==> config.mk <==
export PLATFORM = sky130hd
export DESIGN_NAME = lpif_rx_link_sequencer
export DESIGN_NICKNAME = d
export VERILOG_FILES = /design/src/rtl/lpif_pkg.sv /design/src/rtl/lpif_rx_framing_checker.sv /design/src/rtl/lpif_rx_link_sequencer.sv
export SDC_FILE = /design/constraint.sdc
export NUM_CORES = 1
export LEC_CHECK = 0
export CORE_MARGIN = 8
export CORE_UTILIZATION = 48
export DETAILED_ROUTE_END_ITERATION = 10
export PLACE_DENSITY = 0.87
export SYNTH_ARGS = -nofsm -noshare
export SYNTH_HDL_FRONTEND = slang
export SYNTH_SLANG_ARGS = --single-unit
==> constraint.sdc <==
create_clock -name clk -period 38.5 [get_ports clk]
set_input_delay 7.7 -clock clk [delete_from_list [all_inputs] [get_ports clk]]
set_output_delay 7.7 -clock clk [all_outputs]
set_load 0.02 [all_outputs]
==> src/rtl/lpif_pkg.sv <==
// Shared definitions for the LPIF RX link sequencer: LPIF state encodings,
// the sequencer FSM state type and the per-byte framing error codes.
package lpif_pkg;

    // LPIF state encodings as seen on pl_state_sts / lp_state_req
    localparam logic [3:0] LPIF_RESET     = 4'h0;
    localparam logic [3:0] LPIF_ACTIVE    = 4'h1;
    localparam logic [3:0] LPIF_LINKERROR = 4'hA;
    localparam logic [3:0] LPIF_RETRAIN   = 4'hB;

    typedef enum logic [2:0] {
        ST_RESET,
        ST_ACTIVE,
        ST_STALL,
        ST_RETRAIN,
        ST_LINKERROR
    } fsm_state_e;

    // Framing error classification of a single valid byte slot
    localparam logic [2:0] FERR_NONE          = 3'd0;
    localparam logic [2:0] FERR_START_IN_PKT  = 3'd1;
    localparam logic [2:0] FERR_TLPEND_NO_TLP = 3'd2;
    localparam logic [2:0] FERR_DLLPEND_NO_DL = 3'd3;
    localparam logic [2:0] FERR_START_END_SAM = 3'd4;

    // Classify one valid byte against the current tracker state
    function automatic logic [2:0] frame_err_code(
        input logic in_tlp,
        input logic in_dllp,
        input logic tlp_s,
        input logic dllp_s,
        input logic tlp_e,
        input logic edb,
        input logic dllp_e
    );
        logic any_s;
        logic any_e;
        any_s = tlp_s | dllp_s;
        any_e = tlp_e | edb | dllp_e;
        if (any_s && any_e)               return FERR_START_END_SAM;
        if (any_s && (in_tlp || in_dllp)) return FERR_START_IN_PKT;
        if ((tlp_e || edb) && !in_tlp)    return FERR_TLPEND_NO_TLP;
        if (dllp_e && !in_dllp)           return FERR_DLLPEND_NO_DL;
        return FERR_NONE;
    endfunction

endpackage

==> src/rtl/lpif_rx_framing_checker.sv <==
// Per-cycle TLP/DLLP framing scan over the RX marker vectors. Holds the
// in_tlp / in_dllp tracker across cycles and flags any cycle with an error.
module lpif_rx_framing_checker
    import lpif_pkg::*;
#(
    parameter int unsigned LANES_B = 64
) (
    input  logic               clk,
    input  logic               reset,
    input  logic               clr,
    input  logic               en,
    input  logic [LANES_B-1:0] rx_valid,
    input  logic [LANES_B-1:0] rx_tlpstart,
    input  logic [LANES_B-1:0] rx_tlpend,
    input  logic [LANES_B-1:0] rx_edb,
    input  logic [LANES_B-1:0] rx_dllpstart,
    input  logic [LANES_B-1:0] rx_dllpend,
    output logic               err_cycle
);

    logic       in_tlp_q, in_tlp_d;
    logic       in_dllp_q, in_dllp_d;
    logic       tlp_v, dllp_v, err_v;
    logic [2:0] code;

    // Byte-ordered scan; an error clears the tracker and the scan continues idle
    always_comb begin
        tlp_v  = in_tlp_q;
        dllp_v = in_dllp_q;
        err_v  = 1'b0;
        code   = FERR_NONE;
        for (int unsigned i = 0; i < LANES_B; i++) begin
            if (rx_valid[i]) begin
                code = frame_err_code(tlp_v, dllp_v, rx_tlpstart[i], rx_dllpstart[i],
                                      rx_tlpend[i], rx_edb[i], rx_dllpend[i]);
                if (code != FERR_NONE) begin
                    err_v  = 1'b1;
                    tlp_v  = 1'b0;
                    dllp_v = 1'b0;
                end else begin
                    if (rx_tlpstart[i])              tlp_v  = 1'b1;
                    if (rx_dllpstart[i])             dllp_v = 1'b1;
                    if (rx_tlpend[i] || rx_edb[i])   tlp_v  = 1'b0;
                    if (rx_dllpend[i])               dllp_v = 1'b0;
                end
            end
        end
        err_cycle = en & err_v;
        in_tlp_d  = in_tlp_q;
        in_dllp_d = in_dllp_q;
        if (clr) begin
            in_tlp_d  = 1'b0;
            in_dllp_d = 1'b0;
        end else if (en) begin
            in_tlp_d  = tlp_v;
            in_dllp_d = dllp_v;
        end
    end

    // Tracker registers
    always_ff @(posedge clk or negedge reset) begin
        if (!reset) begin
            in_tlp_q  <= 1'b0;
            in_dllp_q <= 1'b0;
        end else begin
            in_tlp_q  <= in_tlp_d;
            in_dllp_q <= in_dllp_d;
        end
    end

endmodule

==> src/rtl/lpif_rx_link_sequencer.sv <==
// LPIF RX link sequencer: LPIF state machine, stall handshake, shared
// STALL/RETRAIN timeout timer, framing error counter and RX datapath gate.
module lpif_rx_link_sequencer
    import lpif_pkg::*;
#(
    parameter int unsigned LANES_B     = 64,
    parameter int unsigned STALL_TMO   = 1024,
    parameter int unsigned RETRAIN_TMO = 65535,
    parameter int unsigned ERR_LIMIT   = 8
) (
    input  logic               clk,
    input  logic               reset,
    input  logic               link_up,
    input  logic               ltssm_l0,
    input  logic               ltssm_recov,
    input  logic               speed_change,
    input  logic [3:0]         lp_state_req,
    input  logic               lp_stallack,
    input  logic [LANES_B-1:0] rx_valid,
    input  logic [LANES_B-1:0] rx_tlpstart,
    input  logic [LANES_B-1:0] rx_tlpend,
    input  logic [LANES_B-1:0] rx_edb,
    input  logic [LANES_B-1:0] rx_dllpstart,
    input  logic [LANES_B-1:0] rx_dllpend,
    output logic [3:0]         pl_state_sts,
    output logic               pl_stallreq,
    output logic               rx_gate_en,
    output logic               pl_error,
    output logic [15:0]        err_count
);

    // Timer holds its last-cycle index: leaving cycle N of a state means timer_q == N-1
    localparam logic [15:0] STALL_LAST   = 16'(STALL_TMO - 1);
    localparam logic [15:0] RETRAIN_LAST = 16'(RETRAIN_TMO - 1);
    localparam logic [15:0] ERR_LIMIT_W  = 16'(ERR_LIMIT);

    fsm_state_e  state_q, state_d;
    logic [15:0] timer_q, timer_d;
    logic [15:0] err_count_q, err_count_d;
    logic [3:0]  sts_q, sts_d;
    logic        stallreq_q, stallreq_d;
    logic        gate_q, gate_d;
    logic        pl_error_q, pl_error_d;
    logic        err_cycle;
    logic        trk_clr;

    lpif_rx_framing_checker #(
        .LANES_B (LANES_B)
    ) u_framing (
        .clk          (clk),
        .reset        (reset),
        .clr          (trk_clr),
        .en           (gate_q),
        .rx_valid     (rx_valid),
        .rx_tlpstart  (rx_tlpstart),
        .rx_tlpend    (rx_tlpend),
        .rx_edb       (rx_edb),
        .rx_dllpstart (rx_dllpstart),
        .rx_dllpend   (rx_dllpend),
        .err_cycle    (err_cycle)
    );

    // Next state, with link loss overriding every other transition
    always_comb begin
        state_d = state_q;
        case (state_q)
            ST_RESET:
                if (ltssm_l0 && lp_state_req == LPIF_ACTIVE) state_d = ST_ACTIVE;
            ST_ACTIVE:
                if (err_count_q >= ERR_LIMIT_W)         state_d = ST_LINKERROR;
                else if (speed_change || ltssm_recov)   state_d = ST_STALL;
            ST_STALL:
                if (lp_stallack)                        state_d = ST_RETRAIN;
                else if (timer_q >= STALL_LAST)         state_d = ST_LINKERROR;
            ST_RETRAIN:
                if (ltssm_l0 && !ltssm_recov)           state_d = ST_ACTIVE;
                else if (timer_q >= RETRAIN_LAST)       state_d = ST_LINKERROR;
            ST_LINKERROR:
                if (lp_state_req == LPIF_RESET)         state_d = ST_RESET;
            default:                                    state_d = ST_RESET;
        endcase
        if (!link_up && state_q != ST_RESET) state_d = ST_RESET;
    end

    // Registered-output values, timer and error counter derived from the next state
    always_comb begin
        trk_clr = (state_d == ST_RESET);

        if (state_d != state_q)
            timer_d = '0;
        else if (state_q == ST_STALL || state_q == ST_RETRAIN)
            timer_d = timer_q + 16'd1;
        else
            timer_d = '0;

        err_count_d = err_count_q;
        if (state_q == ST_LINKERROR && state_d == ST_RESET)
            err_count_d = '0;
        else if (err_cycle && err_count_q != 16'hFFFF)
            err_count_d = err_count_q + 16'd1;

        case (state_d)
            ST_ACTIVE, ST_STALL: sts_d = LPIF_ACTIVE;
            ST_RETRAIN:          sts_d = LPIF_RETRAIN;
            ST_LINKERROR:        sts_d = LPIF_LINKERROR;
            default:             sts_d = LPIF_RESET;
        endcase

        stallreq_d = (state_d == ST_STALL) || (state_d == ST_RETRAIN);
        gate_d     = (state_d == ST_ACTIVE) || (state_d == ST_STALL);
        pl_error_d = err_cycle;
    end

    // FSM state, timer, counter and registered outputs
    always_ff @(posedge clk or negedge reset) begin
        if (!reset) begin
            state_q     <= ST_RESET;
            timer_q     <= '0;
            err_count_q <= '0;
            sts_q       <= LPIF_RESET;
            stallreq_q  <= 1'b0;
            gate_q      <= 1'b0;
            pl_error_q  <= 1'b0;
        end else begin
            state_q     <= state_d;
            timer_q     <= timer_d;
            err_count_q <= err_count_d;
            sts_q       <= sts_d;
            stallreq_q  <= stallreq_d;
            gate_q      <= gate_d;
            pl_error_q  <= pl_error_d;
        end
    end

    assign pl_state_sts = sts_q;
    assign pl_stallreq  = stallreq_q;
    assign rx_gate_en   = gate_q;
    assign pl_error     = pl_error_q;
    assign err_count    = err_count_q;

endmodule

== Word level (Yosys, flattened, before mapping) ==
Cells that the tools add are included.

* $add $sub $neg: 2
* Magnitude comparators: 3
* Equal/unequal tests: 11
* Mux-type cells: 2131
* Bitwise operators: 193
* Reduce and logical (&&, ||, !) cells: 594

{| class="wikitable"
|+ Operator list
! kind !! count
|-
| $mux W3 || 585
|-
| $mux W1 || 1540
|-
| $logic_and A1 B1 Y1 || 261
|-
| $reduce_bool A3 Y1 || 65
|-
| $or A1 B1 Y1 || 192
|-
| $logic_or A1 B1 Y1 || 132
|-
| $logic_not A1 Y1 || 130
|-
| $mux W16 || 4
|-
| $add A16 B1 Y16 const B || 2
|-
| $ge A16 B10 Y1 const B || 1
|-
| $ge A16 B16 Y1 const B || 1
|-
| $ge A16 B4 Y1 const B || 1
|-
| $ne A16 B16 Y1 const B || 1
|-
| $pmux W3 S5 || 1
|-
| $eq A3 B2 Y1 const B || 4
|-
| $pmux W4 S3 || 1
|-
| $eq A3 B1 Y1 const B || 2
|-
| $eq A3 B3 Y1 const B || 2
|-
| $logic_not A3 Y1 || 2
|-
| $eq A4 B1 Y1 const B || 1
|-
| $logic_not A4 Y1 || 1
|-
| $reduce_bool A2 Y1 || 2
|-
| $ne A3 B3 Y1 || 1
|-
| $reduce_or A2 Y1 || 1
|-
| $and A1 B1 Y1 || 1
|}

* Register bits: 44
* Output and inout bits: 23

== Longest topological paths before layout ==
* Depth in word-level cells: 1286
* Gate-level depth with buffers: 114

== By module ==
From an unflattened synthesis, not the netlist that was laid out.

* Cell total of the unflattened synthesis: 1846
* Area, all modules: 12647.1 um2

{| class="wikitable"
|+ Modules (own cells, without submodules)
! module !! times used !! cells an instance !! area each (um2) !! sequential area each (um2)
|-
| lpif_rx_framing_checker || 1 || 1601 || 10244.8 || 50.0
|-
| lpif_rx_link_sequencer || 1 || 245 || 2402.3 || 1001.0
|}

== Worst setup path after synthesis ==
No wires, ideal clock.

* Kind: input -> register
* Start point: in rx_valid[0]
* End point: reg err_count_q[12] (netlist: err_count[12])
* Arrival: 36.199 ns
* Data required time: 38.434 ns
* Slack: 2.235 ns
* Cell stages on the path: 114
* Cells stage by stage: buf_2 a21o_1 nand3b_1 a311o_1 a21bo_1 a31oi_2 o2bb2ai_1 o221a_2 nand4_1 a211oi_2 a2bb2oi_2 a2bb2oi_2 o221ai_2 a221o_1 o311a_1 or2_1 or3_1 a221o_1 (+78 left out) o221ai_2 o221ai_1 o41a_1 o2bb2a_4 or2_1 a22o_1 a22o_1 a2111o_1 a32oi_1 nand2_1 a221o_1 a2111o_1 o2111ai_2 a221oi_2 a21o_1 buf_2 or4_1 nand2_1

{| class="wikitable"
|+ RTL lines
! what !! line !! text
|-
| start, declared || lpif_rx_link_sequencer.sv:19 || <nowiki>input logic [LANES_B-1:0] rx_valid,</nowiki>
|-
| end signal, assigned || lpif_rx_link_sequencer.sv:127 || <nowiki>err_count_q <= err_count_d;</nowiki>
|-
| end, declared || lpif_rx_link_sequencer.sv:39 || <nowiki>logic [15:0] err_count_q, err_count_d;</nowiki>
|}

==> run_results.csv <==
group,metric,value,unit
outcome,outcome,"complete, no violations",
min_path,min_path_type,"reg2reg",
synthesis,synth.ff_latch_count,42,
worst_setup_path,critPathSlowestCell,"or4_4",
cts,hold_buffers,0,
cells_and_area,areaGrowthSynthToFinish,55.8,%
drt,dr.pass1.iters,6,
min_path,hold_path_depth,1,
floorplanning,start_util,48.3,%
synthesis,synthCells,1871,
cts,cts_tree,"done",
cts,clk_latency,290,ps
placed_design,io_buffers,416,
power,power_density,22.0,nW/µm²
synthesis,synth_area,12500,µm²
worst_setup_path,cp_max_fo,8,
synthesis,synth.distinct_cells,122,
power,leakagePower,7.05,nW
drt,routed_wirelength,58.7,mm
timing,fin_crit_sh,99.2,%
floorplanning,die_w,177,µm
cts,cts.sinks,42,
worst_setup_path,cp-end-kind,"flip-flop",
placed_design,dp_hpwl,44.7,mm
timing,tns,0,ps
min_path,min_delay_worst_endpoint,"timer_q[0]",
timing,max_freq,0.0262,GHz
timing,maxSlewHeadroom,29.5,%
grt,grt_overflow,0,
worst_setup_path,reg2reg_from,"u_framing.in_tlp_q",
cells_and_area,fin_cells,2685,
grt,grt_antenna_before_repair,7,
timing,finalCriticalPeriod,38190,ps
cts,cts_buffer_depth,2,
drt,vias,18600,
grt,grt_usage,31.9,%
timing,worst_pin_slew,1050,ps
cts,cts.clk_slew.worst_paths,60,ps
worst_setup_path,timing.rr.end,"err_count[9]",
timing,fin_skew,5.06,ps
synthesis,yosys_warnings,0,
cts,htree_levels,2,
synthesis,synth-async-reset-ratio,100,%
grt,grt_pass1_wl,85.0,mm
placed_design,gp_congestion,1.02,
drt,drc_errors,0,
timing,setup_viol,0,
cells_and_area,fin_util,75.3,%
worst_setup_path,path_class,"in2reg",
timing,slew_violations,0,
worst_setup_path,worst_path_most_repeated_cell,"buf_4",
floorplanning,fp.dieH,177,µm
synthesis,synth_enable_flop_cells,0,
drt,postRouteAntennaNets,0,
cells_and_area,layout-drive-gt1-share,18.3,%
timing,hold_viol_final,0,
worst_setup_path,worstPathArrival,38360,ps
min_path,hp-start,"timer_q[0]",
power,vdd_drop_max,0.0000510,V
cts,numCtsBuffers,5,
job,drv_cap,0,
synthesis,synthFlopType,"dfrtp_1",
floorplanning,die_area,31400,µm²
synthesis,ys_seq_area_share,8.44,%
grt,grt_max_degree,43,
drt,vias_per_cell,6.92,
worst_setup_path,slowest_delay,550,ps
floorplanning,coreArea,25800,µm²
placed_design,dp.cells,2601,
drt,routedWlPerCell,21.9,µm
floorplanning,ios,418,
worst_setup_path,crit_required,38660,ps
cts,root_buffer,"clkbuf_16",
worst_setup_path,reg2reg_setup_slack,7370,ps
synthesis,syn_nets,2270,
drt,drt_iter0_drc,1925,
floorplanning,rows,59,
worst_setup_path,startpoint_type,"input pin",
grt,grt_pass1_vias,16900,
worst_setup_path,rr_worst_depth,123,
cells_and_area,nets,2738,
synthesis,syn_area_per_cell,6.66,µm²
[area by class of cell]
cell class	count	area (µm²)
Fill cell	1946	6370
Tap cell	335	419
Clock buffer	5	125
Timing Repair Buffer	502	4830
Multi-Input combinational cell	1725	12600
Antenna cell	10	25.0
Sequential cell	42	1050
Inverter	63	236
Clock inverter	3	68.8
[cells by family after synthesis]
kind of cell	share of synthesized area [%]
mux	0.814
xor+xnor	1.13
flops	8.44
other cells	0.0301
simple gates	34.0
fa+ha+maj	0.402
compound gates	51.8
buf+inv	3.31
[repair_timing]
item                                    CTS  global route
cloned                                    0             3
endpoints found under the setup margin   19            19
gates resized for setup                  46           271
pin swaps                                 8           153
buffers inserted                          5            59
[metrics by stage]
stage	hold slack [ps]	setup WS [ps]	instance area (µm²)	total power, W
CTS	525	30.2	17500	0.000381
global placement	508	-82.4	17000	0.000313
global route	560	-674	19400	0.000452
detailed placement	516	-1050	17000	0.000318
finish	522	307	19400	0.000427
floorplan	474	2240	12500	0.000214
[layout by cell type (no fill, tap or decap), drive strengths merged, types with 20 or more instances in the layout]
master / synthesis / final
a21o: 30 / 31
and3: 28 / 28
a211o: 23 / 23
a21oi: 114 / 114
clkdlybuf4s50: 0 / 408
a31oi: 44 / 44
nand3: 63 / 63
a221oi: 20 / 20
a211oi: 29 / 29
nand2: 231 / 231
nor3: 38 / 38
nor2: 224 / 224
dfrtp: 42 / 42
o211ai: 48 / 49
o22ai: 23 / 23
o21ai: 154 / 154
o21a: 35 / 35
o31ai: 34 / 34
buf: 12 / 87
or3: 22 / 22
inv: 63 / 63
or2: 48 / 48
and2: 47 / 47
o221ai: 21 / 21
nand4: 30 / 30
[synthesized netlist by cell type, types with 31 or more instances]
cell / n / area, µm²
o21a_1: 35 / 263
nand2_1: 231 / 867
nand3_1: 63 / 315
inv_1: 63 / 236
o21ai_0: 128 / 641
or2_2: 37 / 231
clkbuf_1: 31 / 116
a31oi_1: 39 / 244
dfrtp_1: 42 / 1050
o31ai_1: 33 / 248
a21oi_1: 109 / 546
o211ai_1: 44 / 330
nor3_1: 36 / 180
and2_1: 45 / 282
nor2_1: 224 / 841
[worst max path at each step]
stage	slack (ps)	end	start	cells past startpoint
final	310	err_count[9]	rx_tlpend[0]	124
after global routing	-670	err_count[9]	rx_edb[1]	119
after CTS	30	err_count[9]	rx_dllpend[0]	114
after detailed placement	-1050	err_count[9]	rx_dllpend[0]	112
after global placement	-80	err_count[4]	rx_dllpend[0]	111
after floorplan	2240	err_count[12]	rx_valid[0]	114
[registers in the layout, indices dropped and copies added (netlist names)]
signal and flops:
err_count 16, timer_q 16, state_q 3, pl_state_sts 2
pl_error 1, pl_stallreq 1, rx_gate_en 1, u_framing.in_dllp_q 1
u_framing.in_tlp_q 1
[critical path: cells and delay by family]
kind / cells / cell delay [ps]
AO/OA/AOI/OAI: 81 / 21240
buffers and inverters: 14 / 2250
multiplexers: 1 / 360
AND/OR/NAND/NOR: 28 / 6760
[report_power, final]
part	total, W	internal [W]	switching [W]
Combinational	0.000307	0.000138	0.000169
Clock	0.0000559	0.0000373	0.0000186
Sequential	0.0000646	0.0000524	0.0000122
Total	0.000427	0.000228	0.000200
[layer usage]
metal | vias to the layer above | share of wire (%) | GRT usage, % | routed length [µm]
li1 | 8434 | - | - | -
met4 | 2 | 6.6 | 17.1 | 3860
met2 | 1194 | 48 | 54.2 | 28100
met5 | - | 0.022 | 0 | 13
met1 | 8620 | 37 | 37.5 | 21700
met3 | 320 | 8.7 | 5.70 | 5110
Note: power is estimated with default switching activity, not from simulation.
